==> src/rtl/ifetch_prefetch.sv <==
// Instruction-fetch unit with byte prefetch FIFO and per-task PC restore.
// Optional macro IFETCH_PC_SAVE_EN enables the saved-PC table; otherwise a task switch starts at PC 0.
module ifetch_prefetch #(
  parameter int CHANNEL_BITS = 3,
  parameter int THREAD_BITS  = 1,
  parameter int PC_BITS      = 12,
  parameter int DEPTH        = 2
) (
  input  logic                            clk,
  input  logic                            reset_n,
  input  logic [CHANNEL_BITS-1:0]         next_task_channel,
  input  logic [THREAD_BITS-1:0]          next_task_thread,
  input  logic                            next_task_ready,
  input  logic [PC_BITS-1:0]              jump_target,
  input  logic                            jump_enable,
  output logic [CHANNEL_BITS+PC_BITS-1:0] mem_addr,
  output logic                            mem_rd_en,
  input  logic [7:0]                      mem_d_in,
  input  logic                            mem_ack,
  output logic [7:0]                      opcode,
  output logic                            opcode_valid,
  input  logic                            opcode_take,
  output logic [PC_BITS-1:0]              opcode_pc,
  output logic                            task_active
);
  localparam int AW = CHANNEL_BITS + PC_BITS;
  localparam int TW = CHANNEL_BITS + THREAD_BITS;
  localparam int PW = $clog2(DEPTH);
  localparam int CW = $clog2(DEPTH + 1);
  localparam logic [CW-1:0] DEPTH_C = CW'(DEPTH);

  typedef enum logic [1:0] {IDLE, FETCH, WAIT, DRAIN} state_t;

  state_t                  state, state_nxt;
  logic [CHANNEL_BITS-1:0] cur_channel, channel_nxt;
  logic [THREAD_BITS-1:0]  cur_thread, thread_nxt;
  logic [PC_BITS-1:0]      fetch_pc, pc_nxt, arch_pc, load_pc;
  logic [AW-1:0]           req_addr;
  logic [7:0]              fifo [DEPTH];
  logic [PW-1:0]           rd_ptr, wr_ptr;
  logic [CW-1:0]           count, count_nxt;
  logic                    active;
  logic                    switch_go, jump_go, flush, outstanding, push, pop;

  assign switch_go   = next_task_ready;
  assign jump_go     = jump_enable && !next_task_ready && (state != IDLE);
  assign flush       = switch_go || jump_go;
  assign outstanding = ((state == FETCH) || (state == DRAIN)) && !mem_ack;
  // A redirect flushes the FIFO, so neither the arriving byte nor a same-cycle pop counts.
  assign push        = (state == FETCH) && mem_ack && !flush;
  assign pop         = opcode_take && (count != '0) && !flush;
  assign arch_pc     = fetch_pc - PC_BITS'(count);

`ifdef IFETCH_PC_SAVE_EN
  logic [PC_BITS-1:0] pc_tab [2**TW];
  logic [TW-1:0]      old_idx, new_idx;

  assign old_idx = {cur_channel, cur_thread};
  assign new_idx = {next_task_channel, next_task_thread};
  // Switching to the running task resumes from its live PC, not the stale table entry.
  assign load_pc = ((state != IDLE) && (new_idx == old_idx)) ? arch_pc : pc_tab[new_idx];

  always_ff @(posedge clk) begin
    if (!reset_n) begin
      for (int i = 0; i < 2**TW; i++) pc_tab[i] <= '0;
    end else if (switch_go && (state != IDLE)) begin
      pc_tab[old_idx] <= arch_pc;
    end
  end
`else
  assign load_pc = '0;
`endif

  always_comb begin
    state_nxt   = state;
    channel_nxt = cur_channel;
    thread_nxt  = cur_thread;
    pc_nxt      = fetch_pc;
    count_nxt   = flush ? '0 : count + CW'(push) - CW'(pop);
    if (flush) begin
      if (switch_go) begin
        channel_nxt = next_task_channel;
        thread_nxt  = next_task_thread;
        pc_nxt      = load_pc;
      end else begin
        pc_nxt      = jump_target;
      end
      state_nxt = outstanding ? DRAIN : FETCH;
    end else begin
      case (state)
        FETCH: if (mem_ack) begin
          pc_nxt    = fetch_pc + 1'b1;
          state_nxt = (count_nxt < DEPTH_C) ? FETCH : WAIT;
        end
        WAIT:  if (pop) state_nxt = FETCH;
        DRAIN: if (mem_ack) state_nxt = FETCH;
        default: ;
      endcase
    end
  end

  always_ff @(posedge clk) begin
    if (!reset_n) begin
      state       <= IDLE;
      cur_channel <= '0;
      cur_thread  <= '0;
      fetch_pc    <= '0;
      req_addr    <= '0;
      rd_ptr      <= '0;
      wr_ptr      <= '0;
      count       <= '0;
      active      <= 1'b0;
    end else begin
      state       <= state_nxt;
      cur_channel <= channel_nxt;
      cur_thread  <= thread_nxt;
      fetch_pc    <= pc_nxt;
      count       <= count_nxt;
      // DRAIN keeps presenting the abandoned request until the memory acks it.
      if (state_nxt != DRAIN) req_addr <= {channel_nxt, pc_nxt};
      if (switch_go) active <= 1'b1;
      if (flush) begin
        rd_ptr <= '0;
        wr_ptr <= '0;
      end else begin
        if (push) wr_ptr <= wr_ptr + 1'b1;
        if (pop)  rd_ptr <= rd_ptr + 1'b1;
      end
    end
  end

  always_ff @(posedge clk) begin
    if (push) fifo[wr_ptr] <= mem_d_in;
  end

  assign mem_rd_en    = (state == FETCH) || (state == DRAIN);
  assign mem_addr     = req_addr;
  assign opcode_valid = (count != '0);
  assign opcode       = opcode_valid ? fifo[rd_ptr] : 8'h00;
  assign opcode_pc    = arch_pc;
  assign task_active  = active;
endmodule
==> config.mk <==
export PLATFORM = sky130hd
export DESIGN_NAME = ifetch_prefetch
export DESIGN_NICKNAME = d
export VERILOG_FILES = /design/src/rtl/ifetch_prefetch.sv
export SDC_FILE = /design/constraint.sdc
export NUM_CORES = 1
export LEC_CHECK = 0
export BUFFER_PORTS_ARGS = -buffer_cell sky130_fd_sc_hd__buf_4
export CORE_MARGIN = 2
export CORE_UTILIZATION = 47
export CTS_CLUSTER_SIZE = 8
export DETAILED_ROUTE_END_ITERATION = 16
export PLACE_DENSITY = 0.77
export SLEW_MARGIN = 20
export SYNTH_ARGS = -nofsm -noshare
export SYNTH_HDL_FRONTEND = slang
export SYNTH_SLANG_ARGS = --single-unit
==> constraint.sdc <==
create_clock -name clk -period 2.9 [get_ports clk]
set_input_delay 0.58 -clock clk [delete_from_list [all_inputs] [get_ports clk]]
set_output_delay 0.58 -clock clk [all_outputs]
set_load 0.02 [all_outputs]
==> results.yml, run 1 <==
global_routing:
  grt_pass1_wl_mm: 9.039
  grt_use_met1_pct: 23.72
  grt_pass1_vias: 1994
  use_met3_pct: 4.706
  grt.overflow.total: 0
  grt_usage_pct: 18.97
  grt.busiest_layer: "met2"
  grt_max_degree: 23
  antenna_found_initial: 0
  grt.met2_usage_pct: 31.57
clock_network:
  cts_buffers: 5
  cts_tree: "yes"
  clock-root-buffer: "clkbuf_8"
  clock_sinks: 54
  postCtsSetupBuffers: 0
  cts_htree_levels: 2
  clk_pin_slew_ps: 90
  clock_latency_ps: 310
  max-clock-path-buffers: 2
logic_synthesis:
  synth_edf_count: 16
  synthCells: 253
  yosysUniqueCellTypes: 47
  postSynth.asyncResetShare_pct: 0
  synthFlopType: "dfxtp_1"
  yosys.area.top_type: "dfxtp_1"
  yosys-top-cells-area: "dfxtp_1 30%, edfxtp_1 19%, nor2_1 5.4%"
  syn_area_sq_mm: 0.002521
  ys_seq_area_share_pct: 49.23
  syn_nets: 289
  yosys_register_bits: 54
  yosys.area.top_type_share_pct: 30.17
  avgSynthCellArea_sq_um: 9.965
  ys_warn_count: 0
sta:
  setup_viol: 0
  maxSlewHeadroom_pct: 51.58
  rsz0062_at_grt: "no"
  drv_slew: 0
  fmaxAchievable_mhz: 364.8
  layout_min_cycle_time_ps: 2741
  worst_slew_pin_slew_ps: 721.5
  fin_tns_setup_ps: 0
  period_share_pct: 94.52
  fin_worst_skew_ps: 5.988
  finalHoldViolCount: 0
power:
  power_frac_seq_pct: 54.7
  power.total_w: 0.001542
  powerDensity_mw_per_mm2: 483.0
  total_leakage_power_nw: 1.376
  p_switching_w: 0.0004282
  swShare_pct: 27.77
  p_int_w: 0.001114
  power_frac_clock_pct: 27.3
  ir_drop_v: 0.0003569
  combPwrFrac_pct: 18.0
setup_path:
  path_cells: "inv_1, ha_1, a211oi_1, nand3b_1, nor3_1, xor2_1, buf_4"
  end_kind: "primary output"
  ff2ff_path_depth: 10
  cp_max_fo: 5
  cp-start-kind: "flop"
  cpMaxStageDelayCell: "dfxtp_2"
  arrival_ps: 2160
  crit_type: "flop to primary output"
  slowest_delay_ps: 400
  crit_required_ps: 2320
hold_path:
  holdPathStages: 1
  hp-class: "primary input to flop"
layout:
  drive_gt1_share_pct: 27.41
  seqCellArea_sq_mm: 0.001242
  finalNetCount: 356
  final_common_cell: "buf_4"
  layout_common_cells: "75 x buf_4, 37 x dfxtp_1, 36 x nor2_1"
  multi_input_area_sq_mm: 0.001174
  area_growth_pct: 26.65
  antenna_cells_inserted: 0
  fillers: 444
route:
  ant_nets: 0
  routed_wl_mm: 5.502
  num_vias: 2060
  route.detailed.drc: 0
  wl_per_cell_um: 14.07
  drtIter0Drc: 88
  first_pass_iters: 4
  viasPerCell: 5.269
floorplan:
  dieHeight_um: 77.24
  initial_core_util_pct: 49.05
  num_rows: 26
  die_w_um: 77.24
  die_area_sq_mm: 0.005966
  core_sq_mm: 0.005140
  ios: 68
placement:
  routabilityCongestion: 0.8430
  dp_hpwl_mm: 4.098
  io_buffers: 66
run_status:
  outcome: "completed"
job:
  maxCapViolCount: 0
-- synth_stat cells, drive strengths merged, types with 6 or more instances --
cell type,number
a211oi,6
dfxtp,38
nor2,36
edfxtp,16
clkbuf,8
o21ai,11
xor2,11
mux2i,12
o22a,7
buf,7
nand3,8
nand2,17
inv,9
xnor2,10
-- layout make-up --
cell class	count	area share [%]
clock buffers	6	2.273
well taps	70	2.743
repair buffers	75	17.63
flip-flops and latches	54	38.91
inverters	10	1.176
multi-input cells	174	36.76
clock inverters	2	0.5094
-- critical path, delay by kind of cell (launching register included) --
kind | cells | cell delay [ps]
and+or+nand+nor | 2 | 510
AOI/OAI and AO/OA | 1 | 290
adders and majority gates | 1 | 260
DFF | 1 | 400
xor gates and xnor gates | 1 | 180
buffers and inverters | 2 | 220
-- flip-flops by register name, indices dropped and copies added, names as in the netlist, named ones only --
register and cells:
cur_channel 3, fifo 16, state 2, rd_ptr 1, count 2, wr_ptr 1, task_active 1, mem_addr 15
fetch_pc 12
-- power groups by stage --
stage / logic (W) / registers, W / clock network, W
3_3_place_gp: 0.000273 / 0.000858 / 0
6_report: 0.000278 / 0.000843 / 0.000421
2_1_floorplan: 0.000145 / 0.000870 / 0
5_1_grt: 0.000303 / 0.000847 / 0.000459
4_1_cts: 0.000279 / 0.000842 / 0.000432
3_5_place_dp: 0.000278 / 0.000859 / 0
-- worst paths after layout --
check                   start             to  slack (ps)
hold / removal    mem_d_in[1]     fifo[0][1]         450
setup reg to reg     state[1]    mem_addr[0]         320
hold reg to reg   mem_addr[2]    mem_addr[2]         470
setup / recovery     count[1]  opcode_pc[11]         160
-- metal layers --
metal,vias to the layer above,wire length [um]
met5,-,0
met4,0,99
met3,10,356
met2,73,2603
met1,960,2443
li1,1017,-
-- metrics by stage --
step | worst slack (ps) | util [%] | area [sq um] | std cells | hold WS, ps
6_report | 158.8 | 62.12 | 3193 | 391 | 453.9
5_1_grt | 8.397 | 62.12 | 3193 | 391 | 440.5
4_1_cts | 91.77 | 61.88 | 3181 | 391 | 447.7
3_5_place_dp | 18.50 | 60.15 | 3092 | 383 | 447.5
3_3_place_gp | 49.80 | 60.15 | 3092 | 383 | 444.0
2_1_floorplan | 103.9 | - | 2521 | 253 | 456.5
-- cells by family (layout without fill, tap and decap cells) --
group           count (synthesis)  count (layout)  synth area share (%)
mux                            12              12                 4.764
xor+xnor                       22              22                 8.188
fa+ha+maj                       6               6                 3.275
simple gates                   93              93                 18.51
flops                          54              54                 49.23
compound gates                 41              41                 11.36
buf+inv                        25              93                 4.664
-- timing repair --
item / 4_1_cts / 5_1_grt
gates resized for setup: 0 / 3
hold buffers: 0 / 0
endpoints found under the setup margin: 0 / 4
Note: power is estimated with default switching activity, not from simulation.
==> run 2: changes to the inputs <==
--- a/config.mk
+++ b/config.mk
@@ -7,10 +7,10 @@
 export LEC_CHECK = 0
 export BUFFER_PORTS_ARGS = -buffer_cell sky130_fd_sc_hd__buf_4
 export CORE_MARGIN = 2
-export CORE_UTILIZATION = 47
+export CORE_UTILIZATION = 28
 export CTS_CLUSTER_SIZE = 8
 export DETAILED_ROUTE_END_ITERATION = 16
-export PLACE_DENSITY = 0.77
+export PLACE_DENSITY = 0.5
 export SLEW_MARGIN = 20
 export SYNTH_ARGS = -nofsm -noshare
 export SYNTH_HDL_FRONTEND = slang
==> run 2 against run 1 <==
First-iteration DRC count down 17%. Critical path depth unchanged. Sequential cell count unchanged. Combinational power up 1%. Global-route usage down 6.8 points. Register-to-register slack worse by 30 ps. Critical endpoint is now opcode_pc[9]. Highest routed layer unchanged.
==> results.yml, run 2 (synthesized netlist as in run 1, its figures left out) <==
global_routing:
  grt_pass1_wl_mm: 9.321
  antenna_found_initial: 0
  grt_max_degree: 23
  grt_pass1_vias: 1897
  grt_usage_pct: 12.21
  grt.overflow.total: 0
sta:
  drv_slew: 0
  period_share_pct: 93.50
  setup_viol: 0
  layout_min_cycle_time_ps: 2711
  maxSlewHeadroom_pct: 47.97
  fmaxAchievable_mhz: 368.8
  fin_worst_skew_ps: 7.258
  fin_tns_setup_ps: 0
  rsz0062_at_grt: "no"
  finalHoldViolCount: 0
  worst_slew_pin_slew_ps: 775.3
power:
  ir_drop_v: 0.0001906
  total_leakage_power_nw: 1.400
  powerDensity_mw_per_mm2: 495.2
  power.total_w: 0.001624
layout:
  antenna_cells_inserted: 0
  drive_gt1_share_pct: 27.69
  layout_common_cells: "79 x buf_4, 37 x dfxtp_1, 36 x nor2_1"
  area_growth_pct: 30.12
  top_register: "fifo"
  final_cells: 433
  finalNetCount: 360
  largest_reg_flops: 16
  final_common_cell: "buf_4"
route:
  routed_wl_mm: 5.925
  ant_nets: 0
  drtIter0Drc: 73
  first_pass_iters: 4
  route.detailed.drc: 0
  viasPerCell: 4.607
  wl_per_cell_um: 13.68
  num_vias: 1995
setup_path:
  rrSetupSlack_ps: 290
  ff2ff_path_depth: 10
  end_kind: "primary output"
  cp-start-kind: "flop"
  reg2reg_from: "state[1]"
  startpoint: "count[1]"
  r2r-end: "mem_addr[0]"
  crit_type: "flop to primary output"
  crit_required_ps: 2320
  cp_max_fo: 5
  arrival_ps: 2130
clock_network:
  cts_htree_levels: 2
  cts_hold_buf: 0
  clock_sinks: 54
  clock_latency_ps: 300
  cts_tree: "yes"
  max-clock-path-buffers: 2
  clock-root-buffer: "clkbuf_8"
  clk_pin_slew_ps: 100
  cts_buffers: 5
floorplan:
  ios: 68
  die_area_sq_mm: 0.009779
  num_rows: 34
  die_w_um: 98.89
  core_sq_mm: 0.008721
  initial_core_util_pct: 28.91
  dieHeight_um: 98.89
placement:
  dp_hpwl_mm: 4.524
  io_buffers: 66
  routabilityCongestion: 0.7617
  dp_cells: 425
hold_path:
  hp-class: "primary input to flop"
  holdPathStages: 1
  min_from: "mem_d_in[7]"
  min_to: "fifo[1][7]"
run_status:
  outcome: "completed"
job:
  maxCapViolCount: 0
-- run 2: cell count changes in the layout (fill, tap and decap cells not counted), sizes merged --
| cell | previous run | this run |
|---|---|---|
| buf | 75 | 79 |
| bufinv | 0 | 1 |
| inv | 10 | 9 |
-- run 2: worst max-delay path by stage --
| stage | end |
|---|---|
| after floorplan | mem_addr[0] |
| after global placement | mem_addr[4] |
| after detailed placement | mem_addr[5] |
| after CTS | opcode_pc[9] |
| after global routing | opcode_pc[9] |
| final | opcode_pc[9] |
-- run 2: layout make-up --
type                            count  area, sq um
Fill cell                         892         5440
Clock inverter                      2        37.54
Inverter                           10        37.54
Tap cell                          108        135.1
Sequential cell                    54         1242
Clock buffer                        6        72.57
Multi-Input combinational cell    174         1162
Timing Repair Buffer               79        593.1
-- run 2: worst max-delay path: stages (launching register included) --
cell	delay, ps
dfxtp_2	400
inv_1	60
ha_1	260
a211oi_1	300
nand3b_1	190
nor4_1	260
xor2_1	200
buf_4	170
-- run 2: layer usage --
layer	up-vias	wire length, um	GRT usage [%]
met4	0	44	3.793
met3	2	330	2.553
li1	1031	-	-
met2	61	2578	18.56
met5	-	0	0
met1	901	2971	17.41
-- run 2: stage by stage --
step           worst slack (ps)  util [%]  instance area (sq um)  hold slack [ps]
2_1_floorplan             103.9         -                   2521            456.5
3_3_place_gp              45.43     36.34                   3169            453.7
3_5_place_dp              5.128     36.34                   3169            450.9
4_1_cts                   65.47     37.60                   3279            447.9
5_1_grt                   25.09     37.62                   3281            435.2
6_report                  188.6     37.62                   3281            460.1
-- run 2: power by group --
part	switching [W]	leakage [nW]	internal [W]
Combinational	0.000153	0.893	0.000130
Clock	0.000242	0.0514	0.000258
Sequential	0.0000290	0.456	0.000813
-- run 2: what timing repair did --
| action | CTS | global route |
|---|---|---|
| buffers inserted | 0 | 0 |
| endpoints found under the setup margin | 0 | 2 |
| gates resized for setup | 0 | 1 |
| endpoints found under the hold margin | 0 | 0 |
==> run 3: changes to the inputs <==
--- a/config.mk
+++ b/config.mk
@@ -10,7 +10,6 @@
 export CORE_UTILIZATION = 28
 export CTS_CLUSTER_SIZE = 8
 export DETAILED_ROUTE_END_ITERATION = 16
-export PLACE_DENSITY = 0.5
 export SLEW_MARGIN = 20
 export SYNTH_ARGS = -nofsm -noshare
 export SYNTH_HDL_FRONTEND = slang
==> constraint.sdc (replaced) <==
create_clock -name clk -period 2.4 [get_ports clk]
set_input_delay 0.48 -clock clk [delete_from_list [all_inputs] [get_ports clk]]
set_output_delay 0.48 -clock clk [all_outputs]
set_load 0.02 [all_outputs]
==> run 3 against run 2 <==
The run now ends with setup timing left. Sequential cell count unchanged. Die area unchanged. Final cell count increased by 4.8%. Critical path depth increased by 3. Utilization increased by 3.5 points. Non-clock buffer count increased by 21. Total power increased by 19%. Sequential power increased by 21%. Sequential share of layout area decreased by 3.0 points. Worst hold slack got worse by 110 ps. Count of clock-buffer cells in the layout decreased by 1. Clock skew about the same. Critical endpoint is now mem_addr[0]. Largest cell class is now multi-input combinational cells. Highest routed layer unchanged.
==> results.yml, run 3 (synthesized netlist as in run 1, its figures left out) <==
sta:
  period_share_pct: 103.1
  setup_viol: 13
  fmaxAchievable_mhz: 404.1
  finalHoldViolCount: 0
  holdWs_ps: 351.0
  maxSlewHeadroom_pct: 59.72
  fin_worst_skew_ps: 7.651
  setup_ws_ps: -74.94
  layout_min_cycle_time_ps: 2475
  worst_slew_pin_slew_ps: 601.9
  rsz0062_at_grt: "yes"
  drv_slew: 0
route:
  wl_per_cell_um: 13.71
  first_pass_iters: 4
  routed_wl_mm: 6.225
  viasPerCell: 4.661
  ant_nets: 0
  num_vias: 2116
  drtIter0Drc: 99
  route.detailed.drc: 0
setup_path:
  crit_required_ps: 2620
  arrival_ps: 2690
  crit_type: "flop to flop"
  cp_max_fo: 7
  cp-start-kind: "flop"
  end_kind: "flop"
  ff2ff_path_depth: 10
floorplan:
  num_rows: 34
  core_sq_mm: 0.008721
  initial_core_util_pct: 28.91
  die_w_um: 98.89
  ios: 68
  dieHeight_um: 98.89
  die_area_sq_mm: 0.009779
power:
  powerDensity_mw_per_mm2: 539.2
  power_frac_seq_pct: 52.9
  power_frac_clock_pct: 26.7
  combPwrFrac_pct: 20.5
  ir_drop_v: 0.0002791
  total_leakage_power_nw: 1.521
  p_switching_w: 0.0005500
  p_int_w: 0.001383
  swShare_pct: 28.46
clock_network:
  clk_pin_slew_ps: 100
  max-clock-path-buffers: 2
  clock-root-buffer: "clkbuf_8"
  cts_buffers: 5
  cts_htree_levels: 2
  clock_sinks: 54
  clock_latency_ps: 310
  cts_tree: "yes"
  cts_hold_buf: 0
layout:
  fillers: 843
  area_growth_pct: 42.18
  final_util_pct: 41.10
  final_area_sq_mm: 0.003585
  final_common_cell: "buf_4"
  antenna_cells_inserted: 0
  largest_reg_flops: 16
  finalNetCount: 381
  layout_common_cells: "96 x buf_4, 34 x nor2_1, 32 x dfxtp_1"
  top_register: "fifo"
  drive_gt1_share_pct: 39.88
placement:
  place_area_sq_mm: 0.003283
  io_buffers: 66
  routabilityCongestion: 0.8321
  dp_hpwl_mm: 4.546
  post-place-ws_ps: -325.6
global_routing:
  grt_max_degree: 23
  grt_usage_pct: 13.09
  antenna_found_initial: 0
  grt.overflow.total: 0
  grt_pass1_wl_mm: 10.09
  grt_pass1_vias: 2093
hold_path:
  hp-class: "primary input to flop"
  holdPathStages: 1
job:
  maxCapViolCount: 0
run_status:
  outcome: "finished with violations"
  violations: "setup timing"
run 3: changes by cell type in the layout (fill, tap and decap cells not counted), sizes merged:
| cell | previous run | this run |
|---|---|---|
| buf | 79 | 100 |
| bufinv | 1 | 0 |
| clkbuf | 6 | 5 |
| clkinv | 1 | 2 |
| inv | 9 | 10 |
run 3: layout make-up:
| cell class | instances | area (sq um) | area share (%) |
|---|---|---|---|
| clock buffer | 5 | 68.82 | 1.920 |
| clock inverter | 3 | 20.02 | 0.5585 |
| inverter | 10 | 37.54 | 1.047 |
| multi-input combinational | 174 | 1306 | 36.44 |
| sequential | 54 | 1251 | 34.90 |
| tap | 108 | 135.1 | 3.770 |
| timing repair buffer | 100 | 765.7 | 21.36 |
run 3: per-stage QoR:
stage | setup TNS [ps] | std cells | total power, W
after floorplan | -1275 | 253 | 0.001234
after global placement | -1858 | 435 | 0.001396
after detailed placement | -2282 | 435 | 0.001400
after CTS | -632.4 | 455 | 0.001945
after global routing | -1849 | 454 | 0.002022
final | -669.6 | 454 | 0.001933
run 3: layer usage:
metal  track usage [%]  part of all wire [%]
met4             4.953                   1.1
met5                 0                     0
met3             2.695                   5.5
met1             16.79                    46
met2             21.67                    48
run 3: final timing paths:
check	from	endpoint	slack [ps]
max	state[1]	mem_addr[0]	-70
min reg2reg	mem_addr[1]	mem_addr[1]	470
max reg2reg	state[1]	mem_addr[0]	-70
min	mem_d_in[4]	fifo[0][4]	350
run 3: power by group through the flow:
stage | Combinational [W] | Clock [W] | Sequential [W]
detailed placement | 0.000361 | 0 | 0.00104
CTS | 0.000394 | 0.000531 | 0.00102
global route | 0.000431 | 0.000563 | 0.00103
global placement | 0.000358 | 0 | 0.00104
finish | 0.000396 | 0.000515 | 0.00102
floorplan | 0.000183 | 0 | 0.00105
run 3: what timing repair did:
action,in CTS,in global routing
gates cloned,0,0
endpoints found under the setup margin,13,16
gates resized for setup,27,7
pin swaps,8,8
buffers inserted,12,1
run 3: critical path, stage by stage (launching register included):
cell and delay [ps]:
dfxtp_2 350, o21a_4 210, or3_4 380, ha_4 270, inv_2 40, ha_4 140, xnor3_1 250, nor3b_2 80
a221o_1 310, and2_4 170, o22a_1 170
